File: src/rtl/regfile_writeback_arbiter.sv
// Writeback arbiter for the CR16 register file: merges ALU results and load
// returns onto the single write port and tracks outstanding loads per register.
module regfile_writeback_arbiter #(
    parameter int WIDTH         = 16,
    parameter int REGISTER_BITS = 4,
    parameter int FIFO_DEPTH    = 2
) (
    input  logic                          clock,
    input  logic                          reset,
    input  logic                          aluValid,
    input  logic [REGISTER_BITS-1:0]      aluAddress,
    input  logic [WIDTH-1:0]              aluData,
    input  logic                          memValid,
    output logic                          memReady,
    input  logic [REGISTER_BITS-1:0]      memAddress,
    input  logic [WIDTH-1:0]              memData,
    input  logic                          loadIssue,
    input  logic [REGISTER_BITS-1:0]      loadIssueAddress,
    output logic                          shouldWrite,
    output logic [REGISTER_BITS-1:0]      writeAddress,
    output logic [WIDTH-1:0]              writeData,
    output logic [(1<<REGISTER_BITS)-1:0] registerBusy,
    output logic                          wawError
);

    localparam int NREGS = 1 << REGISTER_BITS;
    localparam int PTR_W = $clog2(FIFO_DEPTH);
    localparam int CNT_W = PTR_W + 1;

    logic [REGISTER_BITS-1:0] r_fifo_addr [FIFO_DEPTH];
    logic [WIDTH-1:0]         r_fifo_data [FIFO_DEPTH];
    logic [PTR_W-1:0]         r_rd_ptr;
    logic [PTR_W-1:0]         r_wr_ptr;
    logic [CNT_W-1:0]         r_count;
    logic                     r_should_write;
    logic [REGISTER_BITS-1:0] r_write_address;
    logic [WIDTH-1:0]         r_write_data;
    logic [NREGS-1:0]         r_busy;
    logic                     r_waw;

    logic                     w_empty;
    logic                     w_accept;
    logic                     w_pop;
    logic                     w_bypass;
    logic                     w_push;
    logic                     w_sel_valid;
    logic                     w_mem_emit;
    logic [REGISTER_BITS-1:0] w_sel_addr;
    logic [WIDTH-1:0]         w_sel_data;
    logic [NREGS-1:0]         w_busy_next;
    logic                     w_waw_hit;

    // Ready depends only on the registered count, so a same-cycle pop never raises it.
    assign memReady = (r_count < CNT_W'(FIFO_DEPTH));
    assign w_empty  = (r_count == {CNT_W{1'b0}});
    assign w_accept = memValid && memReady;

    assign shouldWrite  = r_should_write;
    assign writeAddress = r_write_address;
    assign writeData    = r_write_data;
    assign registerBusy = r_busy;
    assign wawError     = r_waw;

    // Source selection: ALU first, then buffered loads, then a direct bypass.
    always_comb begin
        w_pop       = 1'b0;
        w_bypass    = 1'b0;
        w_sel_valid = 1'b0;
        w_mem_emit  = 1'b0;
        w_sel_addr  = r_write_address;
        w_sel_data  = r_write_data;
        if (aluValid) begin
            w_sel_valid = 1'b1;
            w_sel_addr  = aluAddress;
            w_sel_data  = aluData;
        end else if (!w_empty) begin
            w_pop       = 1'b1;
            w_sel_valid = 1'b1;
            w_mem_emit  = 1'b1;
            w_sel_addr  = r_fifo_addr[r_rd_ptr];
            w_sel_data  = r_fifo_data[r_rd_ptr];
        end else if (w_accept) begin
            w_bypass    = 1'b1;
            w_sel_valid = 1'b1;
            w_mem_emit  = 1'b1;
            w_sel_addr  = memAddress;
            w_sel_data  = memData;
        end else begin
            w_sel_valid = 1'b0;
        end
        w_push = w_accept && !w_bypass;
    end

    // Scoreboard update; a new issue to the same register overrides the retiring clear.
    always_comb begin
        w_busy_next = r_busy;
        if (w_mem_emit) begin
            w_busy_next[w_sel_addr] = 1'b0;
        end else begin
            w_busy_next = r_busy;
        end
        if (loadIssue) begin
            w_busy_next[loadIssueAddress] = 1'b1;
        end else begin
            w_busy_next[0] = 1'b0;
        end
        w_busy_next[0] = 1'b0;
    end

    assign w_waw_hit = aluValid && (aluAddress != {REGISTER_BITS{1'b0}}) && r_busy[aluAddress];

    // Load-return FIFO storage; data entries need no reset since count gates their use.
    always_ff @(posedge clock) begin
        if (w_push) begin
            r_fifo_addr[r_wr_ptr] <= memAddress;
            r_fifo_data[r_wr_ptr] <= memData;
        end else begin
            r_fifo_addr[r_wr_ptr] <= r_fifo_addr[r_wr_ptr];
            r_fifo_data[r_wr_ptr] <= r_fifo_data[r_wr_ptr];
        end
    end

    // FIFO pointers and occupancy.
    always_ff @(posedge clock or negedge reset) begin
        if (!reset) begin
            r_rd_ptr <= {PTR_W{1'b0}};
            r_wr_ptr <= {PTR_W{1'b0}};
            r_count  <= {CNT_W{1'b0}};
        end else begin
            if (w_push) begin
                r_wr_ptr <= r_wr_ptr + PTR_W'(1);
            end else begin
                r_wr_ptr <= r_wr_ptr;
            end
            if (w_pop) begin
                r_rd_ptr <= r_rd_ptr + PTR_W'(1);
            end else begin
                r_rd_ptr <= r_rd_ptr;
            end
            case ({w_push, w_pop})
                2'b10:   r_count <= r_count + CNT_W'(1);
                2'b01:   r_count <= r_count - CNT_W'(1);
                default: r_count <= r_count;
            endcase
        end
    end

    // Register-file write port; register 0 is hardwired zero so its writes are suppressed.
    always_ff @(posedge clock or negedge reset) begin
        if (!reset) begin
            r_should_write  <= 1'b0;
            r_write_address <= {REGISTER_BITS{1'b0}};
            r_write_data    <= {WIDTH{1'b0}};
        end else if (w_sel_valid) begin
            r_should_write  <= (w_sel_addr != {REGISTER_BITS{1'b0}});
            r_write_address <= w_sel_addr;
            r_write_data    <= w_sel_data;
        end else begin
            r_should_write  <= 1'b0;
            r_write_address <= r_write_address;
            r_write_data    <= r_write_data;
        end
    end

    // Scoreboard and sticky WAW flag.
    always_ff @(posedge clock or negedge reset) begin
        if (!reset) begin
            r_busy <= {NREGS{1'b0}};
            r_waw  <= 1'b0;
        end else begin
            r_busy <= w_busy_next;
            r_waw  <= r_waw || w_waw_hit;
        end
    end

endmodule

File: config.mk
export PLATFORM = sky130hd
export DESIGN_NAME = regfile_writeback_arbiter
export DESIGN_NICKNAME = d
export VERILOG_FILES = /design/src/rtl/regfile_writeback_arbiter.sv
export SDC_FILE = /design/constraint.sdc
export NUM_CORES = 1
export LEC_CHECK = 0
export BUFFER_PORTS_ARGS = -buffer_cell sky130_fd_sc_hd__buf_2
export CELL_PAD_IN_SITES_DETAIL_PLACEMENT = 2
export CELL_PAD_IN_SITES_GLOBAL_PLACEMENT = 2
export CORE_UTILIZATION = 23
export DETAILED_ROUTE_END_ITERATION = 6
export MAX_ROUTING_LAYER = met4
export PLACE_DENSITY_LB_ADDON = 0.1
export SYNTH_ARGS = -nofsm -noshare
export SYNTH_HDL_FRONTEND = slang
export SYNTH_SLANG_ARGS = --single-unit
export TNS_END_PERCENT = 5
File: constraint.sdc
create_clock -name clock -period 5.1 [get_ports clock]
set_clock_uncertainty 0.15 [all_clocks]
set_input_delay 1.53 -clock clock [delete_from_list [all_inputs] [get_ports clock]]
set_output_delay 1.53 -clock clock [all_outputs]
set_load 0.01 [all_outputs]
==> results.py <==
metrics = {
    "run_status": {
        "outcome": "complete, no violations",
    },
    "clock_tree": {
        "ctsResizeCount": 0,
        "numCtsBuffers": 9,
        "clkSlewWorstSetupHoldPaths_ns": 0.06,
        "clock_insertion_delay_at_the_later_pin_of_the_skew_report_ns": 0.34,
        "tritoncts": "yes",
        "post-cts-setup-buffer-count": 0,
        "cts.path.max_buffers": 2,
        "clock_sink_count": 81,
        "cts_htree_levels": 3,
        "cts-hold-fix-buffers": 0,
        "clock-root-buffer": "clkbuf_16",
    },
    "critical_path": {
        "cp-start-kind": "input pin",
        "worst-r2r-cell-count": 6,
        "cpMaxStageDelayCell": "nor2_2",
        "critical_path.endpoint_type": "register",
        "path_max_fanout": 34,
        "critical_path.max_stage_delay_ns": 0.56,
        "path_depth": 4,
        "critical_path.cell_chain": "buf_2 -> o211ai_1 -> nor2_2 -> buf_4",
        "crit_required_ns": 4.98,
        "critical_path_arrival_ns": 3.32,
        "critPathBufInv": 2,
        "worstSetupPathType": "in -> reg",
        "cpLargestDelayFamily": "buffers and inverters",
    },
    "layout": {
        "post-route-cell-area_sq_um": 4710,
        "final_cell_count_no_fill": 632,
        "final_layout_size_suffix_gt1_share_pct": 28.4,
        "area.growth.synth_to_final_pct": 24.0,
        "multiInputGateArea_sq_um": 1410,
        "finish.net_count": 461,
        "layout.cells.most_common": "buf_2",
        "most_frequent_cells_in_the_layout": "buf_2 (86), dfrtp_1 (41), edfxtp_1 (40)",
        "fillCellCount": 1809,
        "antenna_cells_inserted": 0,
        "ff_latch_area_sq_um": 2230,
    },
    "hold_path": {
        "worst_hold_path.num_cells": 2,
        "hold_path.class": "reg -> reg",
    },
    "place": {
        "postPlaceCellArea_sq_um": 4440,
        "io_buffer_count": 86,
        "dp_slack_ns": 1.26,
        "placed_instances": 616,
        "rd_place_congestion": 0.746,
        "detailedPlacementHpwl_mm": 8.71,
    },
    "power_and_ir_drop": {
        "cellLeakagePower_nw": 1.85,
        "power.ir.vdd_worst_mv": 0.166,
        "power-per-cell-area_nw_per_um2": 498,
    },
    "routing": {
        "finalWirelength_mm": 12.0,
        "drtPass1Iterations": 4,
        "detail_route.vias_per_cell": 4.67,
        "ant_nets": 0,
        "dr.first_iter.drc_count": 74,
        "routed_wire_length_per_instance_um": 19.0,
        "total_drc_errors_in_the_routed_layout": 0,
        "num_vias": 2950,
    },
    "yosys": {
        "syn_area_sq_um": 3800,
        "ys_top_cells_by_area": "edfxtp_1 (32%), dfrtp_1 (27%), mux2i_1 (6.6%), nor2_1 (2.8%), o21ai_1 (2.8%)",
        "post-synth-top-area-fraction_pct": 31.6,
        "synth-edff-count": 40,
        "post_synth_inst_count": 330,
        "ys_seq_area_share_pct": 58.6,
        "fraction_of_synthesis_flops_using_an_asynchronous_set_or_reset_pin_pct": 50.6,
        "synth.largest_area_cell": "edfxtp_1",
        "total_of_flip_flops_plus_latches_after_synthesis": 81,
        "ys_warn_count": 0,
        "synth.net_count": 380,
        "ys_types": 49,
        "syn_area_cell_sq_um": 11.5,
        "ys_dominant_reg_cell": "dfrtp_1",
    },
    "sta": {
        "final_max_slew_viol_count": 0,
        "fin_ws_ns": 1.67,
        "timing.hold.ws_ns": 0.331,
        "finalWorstPathRequiredPeriod_ns": 3.43,
        "maxClockFrequency_mhz": 291,
        "setup_total_negative_slack_ns": 0,
        "transition_time_of_the_tightest_slew_check_pin_ns": 1.09,
        "rsz0062_at_grt": "no",
        "max_slew_margin_pct": 26.8,
        "hold_viol_final": 0,
        "timing.final.crit_share_pct": 67.3,
        "finalSetupViolations": 0,
    },
    "global_routing": {
        "antenna_found_initial": 0,
        "aggregate_global_routing_overflow": 0,
        "grt_first_pass_wirelength_mm": 18.3,
        "gr-usage-all-layers_pct": 15.3,
        "grt_pass1_vias": 3125,
        "grt_start_max_net_pins": 42,
    },
    "floorplanning": {
        "io_pins": 88,
        "initial_utilization_pct": 23.8,
        "die-width_um": 131,
        "placement_rows": 46,
        "design.die.area_sq_um": 17000,
        "dieHeight_um": 131,
        "fp.coreArea_sq_um": 16000,
    },
    "job": {
        "max_cap_viol_count": 0,
    },
}
## worst min-delay path: stages (launching register included)
cell and delay [ns]:
dfrtp_1 0.34, nand2_1 0.05, o21ai_1 0.06
## cells in the mapped netlist, types with 2 or more instances
cell type and count:
nor4_1 2, inv_1 16, nor3_1 8, nand2_1 17, xnor2_1 4, dfrtp_1 41
buf_6 2, a32oi_1 2, nor2_1 28, buf_4 3, a21oi_1 20, o211ai_1 9
o21ai_1 21, mux2i_1 25, buf_2 2, mux4_2 3, edfxtp_1 40, nand3_1 5
o21ai_0 3, nand3b_1 3, o22ai_1 11, nor4b_1 10, clkbuf_1 13, inv_2 3
nor2b_1 8, a211oi_1 8
## final cells by class
cell class	instances	share of cell area, %
sequential	81	47.2
multi-input combinational	209	29.8
timing repair buffer	91	9.93
tap	216	5.73
clock buffer	9	4.78
inverter	19	1.51
clock inverter	7	0.982
## metal layers
layer,part of all wire [%],track usage [%],vias up
met5,0,-,-
met4,1.1,5.27,0
met3,3.4,2.20,7
met2,47,24.2,68
met1,48,20.0,1500
li1,-,-,1375
## kinds of logic after synthesis
logic type                 synth area share [%]
AOI/OAI and AO/OA                          13.7
xor gates and xnor gates                   1.15
adders and majority gates                 0.329
buffers and inverters                      4.71
DFF                                        58.6
muxes                                      8.95
other                                    0.0987
and+or+nand+nor                            12.5
## flip-flops by register name, summed over array words and instances (netlist names)
| signal | flops |
|---|---|
| writeData | 16 |
| registerBusy | 15 |
| r_rd_ptr | 1 |
| writeAddress | 4 |
| shouldWrite | 1 |
| r_count | 2 |
| r_wr_ptr | 1 |
| r_fifo_data | 32 |
| r_fifo_addr | 8 |
| wawError | 1 |
## report_power, final
part / internal [mW] / switching (mW) / leakage (nW)
Combinational: 0.306 / 0.494 / 0.927
Sequential: 0.842 / 0.106 / 0.797
Clock: 0.329 / 0.271 / 0.129
## worst paths after layout
| kind | from | slack, ns | end |
|---|---|---|---|
| max in group asynchronous | reset | 2.92 | writeData[3]$_DFFE_PN0P_ |
| setup reg to reg | r_count[1]$_DFFE_PN0P_ | 2.68 | shouldWrite$_DFF_PN0_ |
| hold reg to reg | writeData[2]$_DFFE_PN0P_ | 0.33 | writeData[2]$_DFFE_PN0P_ |
| hold / removal | writeData[2]$_DFFE_PN0P_ | 0.33 | writeData[2]$_DFFE_PN0P_ |
| min in group asynchronous | reset | 1.22 | writeData[15]$_DFFE_PN0P_ |
| setup / recovery | aluValid | 1.67 | r_fifo_addr[0][2]$_DFFE_PP_ |
## through the flow
stage / util (%) / total power [mW]
floorplan: - / 1.46
global placement: 27.8 / 1.77
detailed placement: 27.8 / 1.78
CTS: 29.5 / 2.39
global route: 29.5 / 2.49
finish: 29.5 / 2.35
No activity file was read; power rests on OpenSTA's default activity.
